<file path="src/rtl/net_pkg.sv">
// Shared definitions for the net_tx / net_rx serial link: FSM states,
// command pairs and the default sync word.
package net_pkg;

  typedef enum logic [2:0] {
    ST_IDLE = 3'd0,
    ST_SYNC = 3'd1,
    ST_CMD  = 3'd2,
    ST_DATA = 3'd3,
    ST_GAP  = 3'd4
  } net_state_e;

  // Command pairs; bit [1] goes on the wire first.
  localparam logic [1:0]  CMD_MORE = 2'b01;
  localparam logic [1:0]  CMD_END  = 2'b10;
  localparam logic [63:0] NET_SYNC = 64'h307A_1AFD_8FE3_A9DA;

  function automatic logic cmd_bit(input logic is_end, input logic second);
    logic [1:0] cmd;
    cmd = is_end ? CMD_END : CMD_MORE;
    return second ? cmd[0] : cmd[1];
  endfunction

endpackage

</file>
<file path="src/rtl/net_tx_if.sv">
// Word-level valid/ready handshake into net_tx.
interface net_tx_if #(
  parameter int BITS = 64
) ();
  logic [BITS-1:0] in_data;
  logic            in_end;
  logic            in_valid;
  logic            in_ready;

  modport master (output in_data, output in_end, output in_valid, input in_ready);
  modport slave  (input in_data, input in_end, input in_valid, output in_ready);
endinterface

</file>
<file path="src/rtl/net_tx_lane_ser.sv">
// One lane's LB-bit shift register. bit_o is the bit to send next: the LSB of
// the word being loaded, otherwise the LSB of the stored remainder.
module net_tx_lane_ser #(
  parameter int LB = 64
) (
  input  logic          clk,
  input  logic          rst_n,
  input  logic          load,
  input  logic          shift,
  input  logic [LB-1:0] load_data,
  output logic          bit_o
);

  logic [LB-1:0] sreg_q;
  logic [LB-1:0] sreg_d;

  // The loaded word's bit 0 leaves immediately, so only the rest is stored.
  always_comb begin
    sreg_d = sreg_q;
    if (load) begin
      sreg_d = load_data >> 1'b1;
    end else if (shift) begin
      sreg_d = sreg_q >> 1'b1;
    end else begin
      sreg_d = sreg_q;
    end
  end

  assign bit_o = load ? load_data[0] : sreg_q[0];

  // Shift register state.
  always_ff @(posedge clk or negedge rst_n) begin
    if (!rst_n) begin
      sreg_q <= '0;
    end else begin
      sreg_q <= sreg_d;
    end
  end

endmodule

</file>
<file path="src/rtl/net_tx.sv">
// Serial frame transmitter: SYNC, then (CMD, DATA) per word, then a 2-cycle GAP.
// Optional per-lane output polarity inversion with macro NET_TX_INVERT_EN.
module net_tx
  import net_pkg::*;
#(
  parameter int              BITS  = 64,
  parameter int              LANES = 1,
  parameter logic [BITS-1:0] SYNC  = BITS'(NET_SYNC)
) (
  input  logic             clk,
  input  logic             rst_n,
  net_tx_if.slave          tx,
  output logic [LANES-1:0] out_data,
  output logic             out_busy,
  output logic             err_underflow
`ifdef NET_TX_INVERT_EN
  ,
  input  logic [LANES-1:0] in_invert
`endif
);

  localparam int LB = BITS / LANES;
  localparam int CW = $clog2(LB + 1);
  localparam int IW = (LB > 1) ? $clog2(LB) : 1;
  localparam logic [CW-1:0] LAST = CW'(LB - 1);

  net_state_e       state_q, state_d;
  logic [CW-1:0]    cnt_q, cnt_d;
  logic [BITS-1:0]  hold_data_q, hold_data_d;
  logic             hold_end_q, hold_end_d;
  logic             hold_valid_q, hold_valid_d;
  logic             cur_end_q, cur_end_d;
  logic [LANES-1:0] out_data_q, out_data_d;
  logic             out_busy_q, out_busy_d;
  logic             err_q, err_d;

  logic             xfer_s, load_s, shift_s, cmd_bit_s;
  logic [IW-1:0]    cnt_idx_s;
  logic [LANES-1:0] out_raw_s;

  assign tx.in_ready = !hold_valid_q;
  assign xfer_s      = tx.in_valid && !hold_valid_q;

  // Next state, counter and hold register; a word may arrive on the last DATA edge.
  always_comb begin
    state_d      = state_q;
    cnt_d        = cnt_q + CW'(1);
    hold_data_d  = hold_data_q;
    hold_end_d   = hold_end_q;
    hold_valid_d = hold_valid_q;
    cur_end_d    = cur_end_q;
    load_s       = 1'b0;
    shift_s      = 1'b0;
    err_d        = 1'b0;
    if (xfer_s) begin
      hold_data_d  = tx.in_data;
      hold_end_d   = tx.in_end;
      hold_valid_d = 1'b1;
    end else begin
      hold_valid_d = hold_valid_q;
    end
    case (state_q)
      ST_IDLE: begin
        cnt_d = '0;
        if (hold_valid_q) state_d = ST_SYNC;
        else              state_d = ST_IDLE;
      end
      ST_SYNC: begin
        if (cnt_q == LAST) begin
          state_d = ST_CMD;
          cnt_d   = '0;
        end else begin
          state_d = ST_SYNC;
        end
      end
      ST_CMD: begin
        if (cnt_q == CW'(1)) begin
          state_d      = ST_DATA;
          cnt_d        = '0;
          load_s       = 1'b1;
          cur_end_d    = hold_end_q;
          hold_valid_d = 1'b0;
        end else begin
          state_d = ST_CMD;
        end
      end
      ST_DATA: begin
        if (cnt_q == LAST) begin
          cnt_d = '0;
          if (cur_end_q) begin
            state_d = ST_GAP;
          end else if (hold_valid_q || xfer_s) begin
            state_d = ST_CMD;
          end else begin
            state_d = ST_GAP;
            err_d   = 1'b1;
          end
        end else begin
          state_d = ST_DATA;
          shift_s = 1'b1;
        end
      end
      ST_GAP: begin
        if (cnt_q == CW'(1)) begin
          state_d = ST_IDLE;
          cnt_d   = '0;
        end else begin
          state_d = ST_GAP;
        end
      end
      default: begin
        state_d = ST_IDLE;
        cnt_d   = '0;
      end
    endcase
  end

  // Output bits are chosen from the state being entered so they line up with state_q.
  assign cnt_idx_s = IW'(cnt_d);
  assign cmd_bit_s = cmd_bit(hold_end_d, cnt_d[0]);

  for (genvar g = 0; g < LANES; g++) begin : g_lane
    logic [LB-1:0] sync_lane_s;
    logic          ser_bit_s;
    logic          lane_bit_s;

    assign sync_lane_s = SYNC[g*LB +: LB];

    net_tx_lane_ser #(.LB(LB)) u_ser (
      .clk       (clk),
      .rst_n     (rst_n),
      .load      (load_s),
      .shift     (shift_s),
      .load_data (hold_data_q[g*LB +: LB]),
      .bit_o     (ser_bit_s)
    );

    // Per-lane bit mux.
    always_comb begin
      lane_bit_s = 1'b0;
      case (state_d)
        ST_SYNC: lane_bit_s = sync_lane_s[cnt_idx_s];
        ST_CMD:  lane_bit_s = cmd_bit_s;
        ST_DATA: lane_bit_s = ser_bit_s;
        default: lane_bit_s = 1'b0;
      endcase
    end

    assign out_raw_s[g] = lane_bit_s;
  end

  // Polarity applies in every state, idle and gap included.
  always_comb begin
`ifdef NET_TX_INVERT_EN
    out_data_d = out_raw_s ^ in_invert;
`else
    out_data_d = out_raw_s;
`endif
    out_busy_d = (state_d != ST_IDLE);
  end

  // State and registered outputs.
  always_ff @(posedge clk or negedge rst_n) begin
    if (!rst_n) begin
      state_q      <= ST_IDLE;
      cnt_q        <= '0;
      hold_data_q  <= '0;
      hold_end_q   <= 1'b0;
      hold_valid_q <= 1'b0;
      cur_end_q    <= 1'b0;
      out_data_q   <= '0;
      out_busy_q   <= 1'b0;
      err_q        <= 1'b0;
    end else begin
      state_q      <= state_d;
      cnt_q        <= cnt_d;
      hold_data_q  <= hold_data_d;
      hold_end_q   <= hold_end_d;
      hold_valid_q <= hold_valid_d;
      cur_end_q    <= cur_end_d;
      out_data_q   <= out_data_d;
      out_busy_q   <= out_busy_d;
      err_q        <= err_d;
    end
  end

  assign out_data      = out_data_q;
  assign out_busy      = out_busy_q;
  assign err_underflow = err_q;

endmodule

</file>
<file path="src/flat_wrapper.sv">
// flat-port wrapper written by rule: the top's interface ports become plain ports
module net_tx_flat import net_pkg::*;
#(
  parameter int              BITS  = 64,
  parameter int              LANES = 1,
  parameter logic [BITS-1:0] SYNC  = BITS'(NET_SYNC)
)
  (clk, rst_n, out_data, out_busy, err_underflow, tx_in_data, tx_in_end, tx_in_valid, tx_in_ready);
  net_tx_if #(.BITS(BITS)) tx_i ();
  input  logic clk;
  input  logic rst_n;
  output logic [LANES-1:0] out_data;
  output logic out_busy;
  output logic err_underflow;
  input wire logic [$bits(tx_i.in_data)-1:0] tx_in_data;
  input wire logic [$bits(tx_i.in_end)-1:0] tx_in_end;
  input wire logic [$bits(tx_i.in_valid)-1:0] tx_in_valid;
  output wire logic [$bits(tx_i.in_ready)-1:0] tx_in_ready;
  assign tx_i.in_data = tx_in_data;
  assign tx_i.in_end = tx_in_end;
  assign tx_i.in_valid = tx_in_valid;
  assign tx_in_ready = tx_i.in_ready;
  net_tx #(.BITS(BITS), .LANES(LANES), .SYNC(SYNC)) u_core (.clk(clk), .rst_n(rst_n), .tx(tx_i), .out_data(out_data), .out_busy(out_busy), .err_underflow(err_underflow));
endmodule
</file>
<file path="config.mk">
export PLATFORM = sky130hd
export DESIGN_NAME = net_tx_flat
export DESIGN_NICKNAME = d
export VERILOG_FILES = /design/src/rtl/net_pkg.sv /design/src/rtl/net_tx_if.sv /design/src/rtl/net_tx_lane_ser.sv /design/src/rtl/net_tx.sv /design/src/flat_wrapper.sv
export SDC_FILE = /design/constraint.sdc
export NUM_CORES = 1
export LEC_CHECK = 0
export BUFFER_PORTS_ARGS = -buffer_cell sky130_fd_sc_hd__buf_4
export CORE_UTILIZATION = 50
export CTS_CLUSTER_DIAMETER = 80
export DETAILED_ROUTE_END_ITERATION = 10
export GPL_ROUTABILITY_DRIVEN = 0
export PLACE_DENSITY = 0.73
export SYNTH_ARGS = -nofsm -noshare
export SYNTH_HDL_FRONTEND = slang
export SYNTH_SLANG_ARGS = --single-unit
</file>
<file path="constraint.sdc">
create_clock -name clk -period 3.3 [get_ports clk]
set_input_delay 0.165 -clock clk [delete_from_list [all_inputs] [get_ports clk]]
set_output_delay 0.165 -clock clk [all_outputs]
set_load 0.02 [all_outputs]
</file>
; Word-level counts from Yosys, hierarchy flattened
; Memories as Yosys holds them, arrays and structs flattened.
; Index checks and enable logic that the tools add are counted.
; Widths: inputs -> output; s select.
[totals]
ff_bits = 144
rom_bits = 64
inputBits = 68
out_inout_bits = 4
memories = 1
[mem_list]
columns = memory, depth, word_bits, rd, rd_clocked_by_memory_dff, write_ports, line
row1 = (name not given), 64, 1, 1, 0, 0, net_tx.sv:142  ; ST_SYNC: lane_bit_s = sync_lane_s[cnt_idx_s];
[classes]
n_addsub = 1
magnitude_cmp = 1
n_eq_ne = 9
n_mux = 30
reduce_logical = 9
[ops]
columns = op, count
row1 = $mux 64, 2
row2 = $mux 1, 17
row3 = $pmux 3 s5, 1
row4 = $mux 7, 2
row5 = $pmux 7 s2, 1
row6 = $eq 3x2->1 const B, 4
row7 = $mux 3, 4
row8 = $add 7x1->7 const B, 1
row9 = $eq 7x1->1 const B, 1
row10 = $eq 7x6->1 const B, 1
row11 = $lt 6x7->1 const B, 1
row12 = $eq 3x1->1 const B, 2
row13 = $mux 2, 2
row14 = $reduce_or 2->1, 2
row15 = $eq 3x3->1 const B, 1
row16 = $logic_not 3->1, 1
row17 = $pmux 1 s3, 1
row18 = $reduce_bool 3->1, 1
row19 = $reduce_and 2->1, 1
row20 = $reduce_bool 2->1, 1
row21 = $logic_and 1x1->1, 1
row22 = $logic_not 1->1, 1
row23 = $logic_or 1x1->1, 1

; Depth between registers and ports, before layout
; Gate-level depths: netlist of the first run.
[logic_depth]
word_depth = 9
mapped_depth = 13
mapped_depth_nobuf = 13

; By module
; Synthesis of the first run repeated with hierarchy kept, for this count alone.
[unflattened]
cells_unflattened = 528
hier_area_um2 = 6373.6
[modules_own_cells]
columns = mod, n_inst, cells_each, area_per_inst_um2, seq_area_each_um2
row1 = net_tx, 1, 254, 3434.5, 2001.9
row2 = net_tx_lane_ser, 1, 274, 2939.1, 1576.5

; Worst setup path before layout of the first run
; Ideal clock, no wire load.
[synth_timing]
path_kind = reg2reg
from = reg u_core.cnt_q[1]
to = reg u_core.out_data_q, in the netlist u_core.out_data
setup_ns = 0.124
arrival_time_ns = 2.682
t_required_ns = 3.176
slack_ns = 0.494
stages_incl_launch_ff = 14
n_path_buf = 0
path_cell_list = dfrtp_1 -> inv_1 -> ha_1 -> nor4b_2 -> and2_1 -> o32a_1 -> or2_2 -> ha_1 -> nor2b_1 -> o31ai_1 -> nand3_1 -> o2111ai_1 -> a21boi_0 -> a211o_1
[synth_between]
elab_chain_cells = 6
[synth_lines]
columns = element, line
row1 = "start, declared", net_tx.sv:28  ; logic [CW-1:0] cnt_q, cnt_d;
row2 = "start signal, assigned", net_tx.sv:176  ; cnt_q <= cnt_d;
row3 = "$add 7x1->7, or another cell as far along", net_tx.sv:47  ; cnt_d = cnt_q + CW'(1);
row4 = $mux 7 (on tied branches), --
row5 = $pmux 7 s2, net_tx.sv:62  ; case (state_q)
row6 = $mem_v2 64x1, --
row7 = $mux 1 (implied by the code), net_tx.sv:142
row8 = $pmux 1 s3 (*), net_tx.sv:141  ; case (state_d)
row9 = net u_core.g_lane[0].lane_bit_s, net_tx.sv:125  ; logic lane_bit_s;
row10 = "end signal, assigned", net_tx.sv:181  ; out_data_q <= out_data_d;
row11 = "end, declared", net_tx.sv:33  ; logic [LANES-1:0] out_data_q, out_data_d;
; Mark *: on every way through the listed nets, which the timed path passes. The rest lies on a longest branch. The select of a mux whose other input is x is not followed.
; A chain may end at the register's enable or synchronous reset.

; Worst setup path after layout of the first run
; Ends and elaborated chain as after synthesis.

==> results by group, run 1 <==
Drt
  – Post-route antenna net violation count: 0
  – Routed len/inst: 15.1 microns
  – Routed vias/inst: 5.29
  – Via count: 4535
  – Detailed Routing Iterations Pass 1: 4
  – DRC: 0
  – DRT iter0 DRCs: 218
  – Final WL: 12.9 mm

STA
  – Max Clk Rate: 325 MHz
  – Setup TNS: 0 ps
  – Final worst path period share: 0.933
  – Endpoints failing hold: 0
  – Minimum clock period: 3080 ps
  – RSZ-0062 raised after global routing: no
  – Max-slew headroom: 0.273
  – Worst hold slack: 47.1 ps
  – Worst-margin pin slew: 1090 ps
  – Clock Skews: 8.16 ps
  – Setup WS post-layout: 220 ps
  – Max-slew violations: 0
  – Final setup viols: 0

Finish
  – Layout area overhead: 29.1%
  – Fillers: 917
  – Sequential cell area: 0.00358 sq mm
  – Nets: 748
  – Multi-input logic area: 0.00268 sq mm
  – Final cell count without fillers: 858
  – Highest-count cells in the layout ignoring fill and taps: dfrtp_1, buf_4, nor2_1
  – Antenna cells: 0
  – Most common cell after layout, fill and taps aside: dfrtp_1
  – Layout cells sized above 1: 0.286

Worst hold path
  – Type of the tightest min-delay check: primary input to flip-flop
  – Worst Hold Path Cells: 2

Yosys
  – Syn_nets: 622
  – Syn Inst Count: 547
  – Sequential area share after synthesis: 0.549
  – Post-synth EDFFs: 0
  – Largest area contributor in the netlist: dfrtp_1
  – Synth Warn #: 0
  – Mapped Avg Cell Area: 11.9 sq um
  – FF+latch count, synth: 143
  – Post-synthesis cell type count: 50
  – Primary FF master, synth: dfrtp_1
  – Top-area cell type share of the netlist area: 0.549
  – Dominant cells by area after synthesis: dfrtp_1, mux2_2, mux2i_1
  – Mapped Area: 0.00652 sq mm
  – Fraction of registers with async set/reset: 1.00

CTS
  – Clock latency on the worst-skew pair: 420 ps
  – Post CTS Setup Buffer Count: 0
  – CTS clock-pin slew for the worst setup and hold paths: 60 ps
  – Root Driver: clkbuf_16
  – CTS HTree Levels: 4
  – Post-cts sizing count: 0
  – CTS Sinks: 143
  – Clock Path Buffers: 2
  – CTS tree: built
  – TritonCTS Buffers: 17

Run status
  – Status: complete, no violations

Power
  – Peak VDD IR: 361 uV
  – Tot Pwr: 6370 uW
  – Power density over the cells: 756 mW/mm^2
  – Leak: 0.00405 uW

Setup path
  – Crit end category: flip-flop
  – R2r worst-path depth: 13
  – Required @ worst endpoint: 3610 ps
  – Critical path arrival: 3390 ps
  – WS Path Type: flip-flop to flip-flop
  – Crit-path max FO: 6
  – Nature of the critical path startpoint: flip-flop

Global routing
  – Initial antenna violation count: 0
  – First-pass GRT wire length: 22.0 mm
  – Total grt overflow: 0
  – Gr usage total: 0.214
  – Number of global-route vias before repair: 4667
  – Pin count of the biggest net entering global routing: 125

Placed design
  – HPWL after DPL: 7.64 mm
  – Placed cells: 760
  – DP Worst Slack: 247 ps
  – Port Buf Inserts: 71

Floorplan
  – # IOs: 72
  – Die H: 116 microns
  – DIE AREA: 0.0135 sq mm
  – Core area: 0.0127 sq mm
  – Initial Util: 0.515
  – Row cnt: 41
  – Chip width: 116 microns

Job
  – Number of max-cap violations: 0
## worst max-delay path, cell delays in order (launching register included)
cell	delay (ps)
dfrtp_1	390
inv_1	70
ha_1	170
nor4b_2	160
and2_1	250
o32a_1	390
or2_2	360
ha_1	230
nor2b_1	130
o31ai_1	210
nand3_1	110
o2111ai_1	100
a21boi_0	130
a211o_1	270
## cell type report
| type | count | area share |
|---|---|---|
| Clock buffer | 23 | 0.0591 |
| Inverter | 11 | 0.00490 |
| Tap cell | 172 | 0.0256 |
| Multi-Input combinational cell | 353 | 0.319 |
| Clock inverter | 9 | 0.0126 |
| Timing Repair Buffer | 147 | 0.154 |
| Sequential cell | 143 | 0.425 |
## kinds of logic after synthesis
family          count (synthesis)  synth area share
flops                         143             0.549
simple gates                  114            0.0796
buf+inv                        51            0.0432
fa+ha+maj                       7            0.0134
compound gates                 95            0.0937
xor+xnor                        8            0.0107
mux                           129             0.211
## layer usage
layer / wire, microns / up-vias / track usage
met5: 0 / - / 0
met4: 182 / 0 / 0.0880
met3: 428 / 17 / 0.0581
met2: 6550 / 95 / 0.353
met1: 5770 / 2260 / 0.269
li1: - / 2163 / -
## final timing paths
kind / start / endpoint / slack, ps
worst max-delay path: u_core.cnt_q[1] / u_core.out_data / 220
worst min-delay path: tx_in_end / u_core.hold_end_q / 50
worst max register to register: u_core.cnt_q[1] / u_core.out_data / 220
worst min register to register: u_core.hold_data_q[59] / u_core.hold_data_q[59] / 500
max in group asynchronous: rst_n / u_core.hold_data_q[50] / 1910
min in group asynchronous: rst_n / u_core.hold_data_q[19] / 500
## sequential cells by signal (all words and copies together), names as in the netlist
signal / cells
u_core.cnt_q: 7
u_core.cur_end_q: 1
u_core.err_underflow: 1
u_core.g_lane.u_ser.sreg_q: 63
u_core.hold_data_q: 64
u_core.hold_end_q: 1
u_core.hold_valid_q: 1
u_core.out_busy: 1
u_core.out_data: 1
u_core.state_q: 3
## metrics by stage
step	instance area, sq um	util
2_1_floorplan	6520	-
5_1_grt	8420	0.664
3_5_place_dp	7150	0.565
4_1_cts	8420	0.664
6_report	8420	0.664
3_3_place_gp	7150	0.565
## power breakdown
group	switching (uW)	internal [uW]	total, uW	leakage, uW
combinational	1050	864	1910	0.00211
clock	702	1210	1910	0.000291
sequential	296	2250	2540	0.00165
## synthesized netlist by cell type, types with 4 or more instances
cell / count
a21oi_1: 55
a21oi_2: 10
a31oi_1: 5
buf_2: 15
buf_4: 7
buf_6: 6
clkbuf_1: 11
dfrtp_1: 143
ha_1: 7
inv_1: 11
mux2_2: 65
mux2i_1: 64
nand2_1: 6
nand3_1: 7
nor2_1: 72
nor2b_1: 4
nor3_1: 5
o21ai_0: 5
xnor2_1: 4
xor2_1: 4
## what timing repair did
action,CTS,global route
hold buffers,66,0
setup endpoints to repair,0,1
endpoints found under the hold margin,162,0
No activity file was read; power rests on OpenSTA's default activity.
==> run 2, diff against run 1 <==
Settings changed: CORE_MARGIN from default to 2, CTS_BUF_LIST from default to sky130_fd_sc_hd__clkbuf_4.
==> results by group, run 2 (synthesized netlist as in run 1, its figures left out) <==
Finish
  – Largest register by flop count: u_core.hold_data_q
  – Max reg flops: 64
  – Layout cells sized above 1: 0.284
  – Most common cell after layout, fill and taps aside: dfrtp_1
  – Antenna cells: 0
  – Core Util, Final: 0.638
  – Fillers: 965
  – Multi-input logic area: 0.00268 sq mm
  – Highest-count cells in the layout ignoring fill and taps: dfrtp_1, buf_4, nor2_1
  – Layout area overhead: 24.1%
  – Sequential cell area: 0.00358 sq mm
  – Largest regs: u_core.hold_data_q: 64 flops, u_core.g_lane.u_ser.sreg_q: 63 flops, u_core.cnt_q: 7 flops
  – Design Area, Final: 0.00809 sq mm
  – Final cell count without fillers: 859
  – Nets: 749

CTS
  – CTS HTree Levels: 4
  – Clock Path Buffers: 2
  – Post CTS Setup Buffer Count: 0
  – Clock latency on the worst-skew pair: 520 ps
  – CTS clock-pin slew for the worst setup and hold paths: 120 ps
  – Post-cts sizing count: 0
  – Root Driver: clkbuf_4
  – CTS tree: built
  – CTS Sinks: 143
  – TritonCTS Buffers: 17
  – Cts hold-fix bufs: 67

Placed design
  – HPWL after DPL: 7.57 mm
  – Port Buf Inserts: 71
  – Placed cell areas: 0.00715 sq mm
  – Placed cells: 760

Drt
  – Final WL: 12.4 mm
  – Routed len/inst: 14.4 microns
  – Post-route antenna net violation count: 0
  – Detailed Routing Iterations Pass 1: 4
  – Via count: 4469
  – DRC: 0
  – Routed vias/inst: 5.20
  – DRT iter0 DRCs: 227

STA
  – Endpoints failing hold: 0
  – Worst hold slack: 189 ps
  – Clock Skews: 12.1 ps
  – Final worst path period share: 0.946
  – Setup TNS: 0 ps
  – Max-slew violations: 0
  – Max-slew headroom: 0.433
  – Worst-margin pin slew: 850 ps
  – RSZ-0062 raised after global routing: no
  – Minimum clock period: 3120 ps
  – Max Clk Rate: 320 MHz
  – Final setup viols: 0

Power
  – Power density over the cells: 677 mW/mm^2
  – Leak: 0.00391 uW
  – Peak VDD IR: 321 uV

Floorplan
  – Row cnt: 41
  – Chip width: 118 microns
  – Initial Util: 0.515
  – DIE AREA: 0.0140 sq mm
  – Die H: 118 microns
  – # IOs: 72
  – Core area: 0.0127 sq mm

Run status
  – Status: complete, no violations

Setup path
  – Crit end category: flip-flop
  – CP Buf/Inv Count: 1
  – Max stage delay on crit path: 420 ps
  – WS Path Type: flip-flop to flip-flop
  – Crit-path max FO: 6
  – Required @ worst endpoint: 3710 ps
  – Nature of the critical path startpoint: flip-flop
  – CP delay by family, top: compound AO/OA/AOI/OAI gates
  – Critical path arrival: 3530 ps
  – CP max-delay cell: o32a_1
  – CP Cell Sequence: inv_1 > ha_1 > nor4b_2 > and2_1 > o32a_1 > or2_2 > ha_1 > nor2b_1 > o31ai_1 > nand3_1 > o2111ai_1 > a21boi_0 > a211o_1
  – Worst path most repeated cell: ha_1

Global routing
  – Total grt overflow: 0
  – Pin count of the biggest net entering global routing: 75
  – First-pass GRT wire length: 21.4 mm
  – Number of global-route vias before repair: 4511
  – Initial antenna violation count: 0
  – Gr usage total: 0.190

Job
  – Number of max-cap violations: 0

Worst hold path
  – Type of the tightest min-delay check: primary input to asynchronous set/reset pin
==> run 2: metrics by stage <==
| stage | setup WS (ps) | total power [uW] |
|---|---|---|
| after floorplan | 494 | 3980 |
| after global placement | 321 | 4270 |
| after detailed placement | 216 | 4390 |
| after CTS | 192 | 5520 |
| after global routing | 4.49 | 5890 |
| final | 178 | 5480 |
==> run 2: cell type report <==
class                   instances  share of cell area
multi-input cells             353               0.332
clock buffers                  19              0.0176
well taps                     172              0.0266
inverters                      11             0.00510
clock inverters                13              0.0150
repair buffers                148               0.162
flip-flops and latches        143               0.442
==> run 2: path summary, 6_finish.rpt <==
path	startpoint	end	slack [ps]	cells after the start
min in group clk	tx_in_valid	u_core.err_underflow	350	3
setup reg to reg	u_core.cnt_q[1]	u_core.out_data	180	13
hold reg to reg	u_core.cur_end_q	u_core.err_underflow	480	1
setup / recovery	u_core.cnt_q[1]	u_core.out_data	180	13
max in group asynchronous	rst_n	u_core.hold_data_q[47]	2300	3
hold / removal	rst_n	u_core.g_lane[0].u_ser.sreg_q[55]	190	2
==> run 2: routing by layer <==
metal,global-route usage,wire (microns)
met4,0.0670,254
met5,0,0
met3,0.0526,415
met1,0.242,5590
met2,0.311,6140
==> run 2: power breakdown <==
group          leakage [uW]  internal, uW  switching [uW]
clock network      0.000147           455             597
registers           0.00165          2240             289
logic               0.00211           866            1030
==> run 3, diff against run 2 <==
Settings changed: ABC_AREA from default to 1.
==> results by group, run 3 <==
Yosys
  – Mapped Avg Cell Area: 9.96 sq um
  – Syn Inst Count: 633
  – Top-area cell type share of the netlist area: 0.567
  – FF+latch count, synth: 143
  – Largest area contributor in the netlist: dfrtp_1
  – Synth Warn #: 0
  – Mapped Area: 0.00631 sq mm
  – Post-synthesis cell type count: 26
  – Sequential area share after synthesis: 0.567
  – Dominant cells by area after synthesis: dfrtp_1, mux2_2, nand2_1
  – Fraction of registers with async set/reset: 1.00
  – Most frequent cell after synthesis: nand2_1
  – Primary FF master, synth: dfrtp_1
  – Most frequent cells after synthesis: nand2_1, dfrtp_1, nor2_1
  – Syn_nets: 708
  – Post-synth EDFFs: 0

STA
  – Final setup viols: 0
  – Setup TNS: 0 ps
  – Max Clk Rate: 436 MHz
  – Max-slew violations: 0
  – Max-slew headroom: 0.507
  – Endpoints failing hold: 0
  – Final worst path period share: 0.695
  – Worst hold slack: 248 ps
  – Minimum clock period: 2290 ps
  – Clock Skews: 19.1 ps
  – Worst-margin pin slew: 738 ps
  – RSZ-0062 raised after global routing: no

Job
  – Number of max-cap violations: 0

Drt
  – DRC: 0
  – DRT iter0 DRCs: 331
  – Final WL: 13.0 mm
  – Post-route antenna net violation count: 0
  – Routed vias/inst: 5.11
  – Via count: 4837
  – Detailed Routing Iterations Pass 1: 7
  – Routed len/inst: 13.7 microns

CTS
  – TritonCTS Buffers: 17
  – CTS tree: built
  – CTS clock-pin slew for the worst setup and hold paths: 120 ps
  – Post-cts sizing count: 0
  – Clock latency on the worst-skew pair: 520 ps
  – CTS HTree Levels: 4
  – Clock Path Buffers: 2
  – Root Driver: clkbuf_4
  – CTS Sinks: 143

Setup path
  – Crit-path max FO: 10
  – WS Path Type: flip-flop to flip-flop
  – Critical path arrival: 2710 ps
  – R2r worst-path depth: 15
  – Crit end category: flip-flop
  – R2r endpoint: u_core.out_data
  – Nature of the critical path startpoint: flip-flop
  – Required @ worst endpoint: 3720 ps
  – FF-to-FF Start: u_core.cnt_q[0]
  – R2r setup slk: 1010 ps

Finish
  – Largest register by flop count: u_core.hold_data_q
  – Largest regs: u_core.hold_data_q: 64 flops, u_core.g_lane.u_ser.sreg_q: 63 flops, u_core.cnt_q: 7 flops
  – Fillers: 1010
  – Layout area overhead: 25.2%
  – Antenna cells: 0
  – Max reg flops: 64
  – Most common cell after layout, fill and taps aside: nand2_1
  – Highest-count cells in the layout ignoring fill and taps: nand2_1, dfrtp_1, nor2_1
  – Nets: 838
  – Sequential cell area: 0.00358 sq mm
  – Layout cells sized above 1: 0.243
  – Multi-input logic area: 0.00242 sq mm

Global routing
  – Gr usage total: 0.204
  – Pin count of the biggest net entering global routing: 126
  – Initial antenna violation count: 0
  – Total grt overflow: 0
  – First-pass GRT wire length: 21.6 mm
  – Number of global-route vias before repair: 4594

Floorplan
  – # IOs: 72
  – Die H: 116 microns
  – DIE AREA: 0.0135 sq mm
  – Initial Util: 0.506
  – Core area: 0.0125 sq mm
  – Row cnt: 41
  – Chip width: 116 microns

Placed design
  – HPWL after DPL: 7.82 mm
  – Port Buf Inserts: 71

Power
  – Power density over the cells: 630 mW/mm^2
  – Leak: 0.00370 uW
  – Peak VDD IR: 379 uV

Run status
  – Status: complete, no violations

Worst hold path
  – Type of the tightest min-delay check: primary input to asynchronous set/reset pin
run 3: cell count changes in the layout (fill, tap and decap cells not counted), moves of 9 or more:
cell	change
a21oi_1	-52
inv_1	+13
a31oi_1	+58
nand3_1	+15
nand2_1	+155
a21oi_2	-9
mux2i_1	-64
run 3: layout make-up:
class                      instances  area share
clock buffer                      18      0.0171
clock inverter                    13      0.0187
inverter                          30      0.0143
multi-input combinational        426       0.307
sequential                       143       0.453
tap                              172      0.0272
timing repair buffer             145       0.163
run 3: repair_timing:
item | in CTS | in global routing
hold buffers | 67 | 0
hold endpoints to repair | 146 | 0
buffers inserted | 0 | 0
run 3: report_power, final:
part | internal (uW) | total, uW | switching (uW) | leakage, uW
registers | 2180 | 2430 | 255 | 0.00190
clock network | 519 | 1120 | 604 | 0.000148
logic | 631 | 1420 | 793 | 0.00165
run 3: per-stage QoR:
| step | power, uW | setup slack [ps] | cell area (sq um) | std cells | utilization |
|---|---|---|---|---|---|
| 3_5_place_dp | 3810 | 1030 | 6940 | 849 | 0.557 |
| 6_report | 4980 | 1010 | 7900 | 947 | 0.634 |
| 5_1_grt | 5340 | 742 | 7900 | 947 | 0.634 |
| 4_1_cts | 5000 | 1020 | 7900 | 947 | 0.634 |
| 2_1_floorplan | 3420 | 1270 | 6310 | 633 | - |
| 3_3_place_gp | 3700 | 1130 | 6940 | 849 | 0.557 |
run 3: layer usage:
layer	GRT usage	wire length, microns	up-vias
met5	0	0	-
met4	0.0667	174	0
met3	0.0540	572	19
met2	0.333	6460	124
met1	0.268	5770	2336
li1	-	-	2358
run 3: worst max-delay path by stage:
stage	startpoint	end	slack, ps	cells after the start
2_1_floorplan	u_core.cnt_q[0]	u_core.out_data	1270	15
3_3_place_gp	u_core.cnt_q[0]	u_core.out_data	1130	15
3_5_place_dp	u_core.cnt_q[0]	u_core.out_data	1030	15
4_1_cts	u_core.cnt_q[0]	u_core.out_data	1020	15
5_1_grt	u_core.cnt_q[0]	u_core.out_data	740	15
6_report	u_core.cnt_q[0]	u_core.out_data	1010	15
run 3: kinds of logic (layout without fill, tap and decap cells):
group	count (synthesis)	after routing	synth area share
buffers and inverters	64	206	0.0498
xor gates and xnor gates	2	2	0.00278
AOI/OAI and AO/OA	76	76	0.0742
adders and majority gates	7	7	0.0139
DFF	143	143	0.567
and+or+nand+nor	277	277	0.178
muxes	64	64	0.114
run 3: worst max-delay path, stage by stage, from the launching register on:
cell and delay (ps):
dfrtp_1 440, ha_1 250, nand2_2 110, nor2_4 50, nand2_2 160, nand3_1 90, nand2_1 240, inv_1 110
ha_1 290, inv_1 40, nand3_1 70, nand3_1 80, nand3_1 90, nand3_1 70, nand3_1 70, nand2_1 50
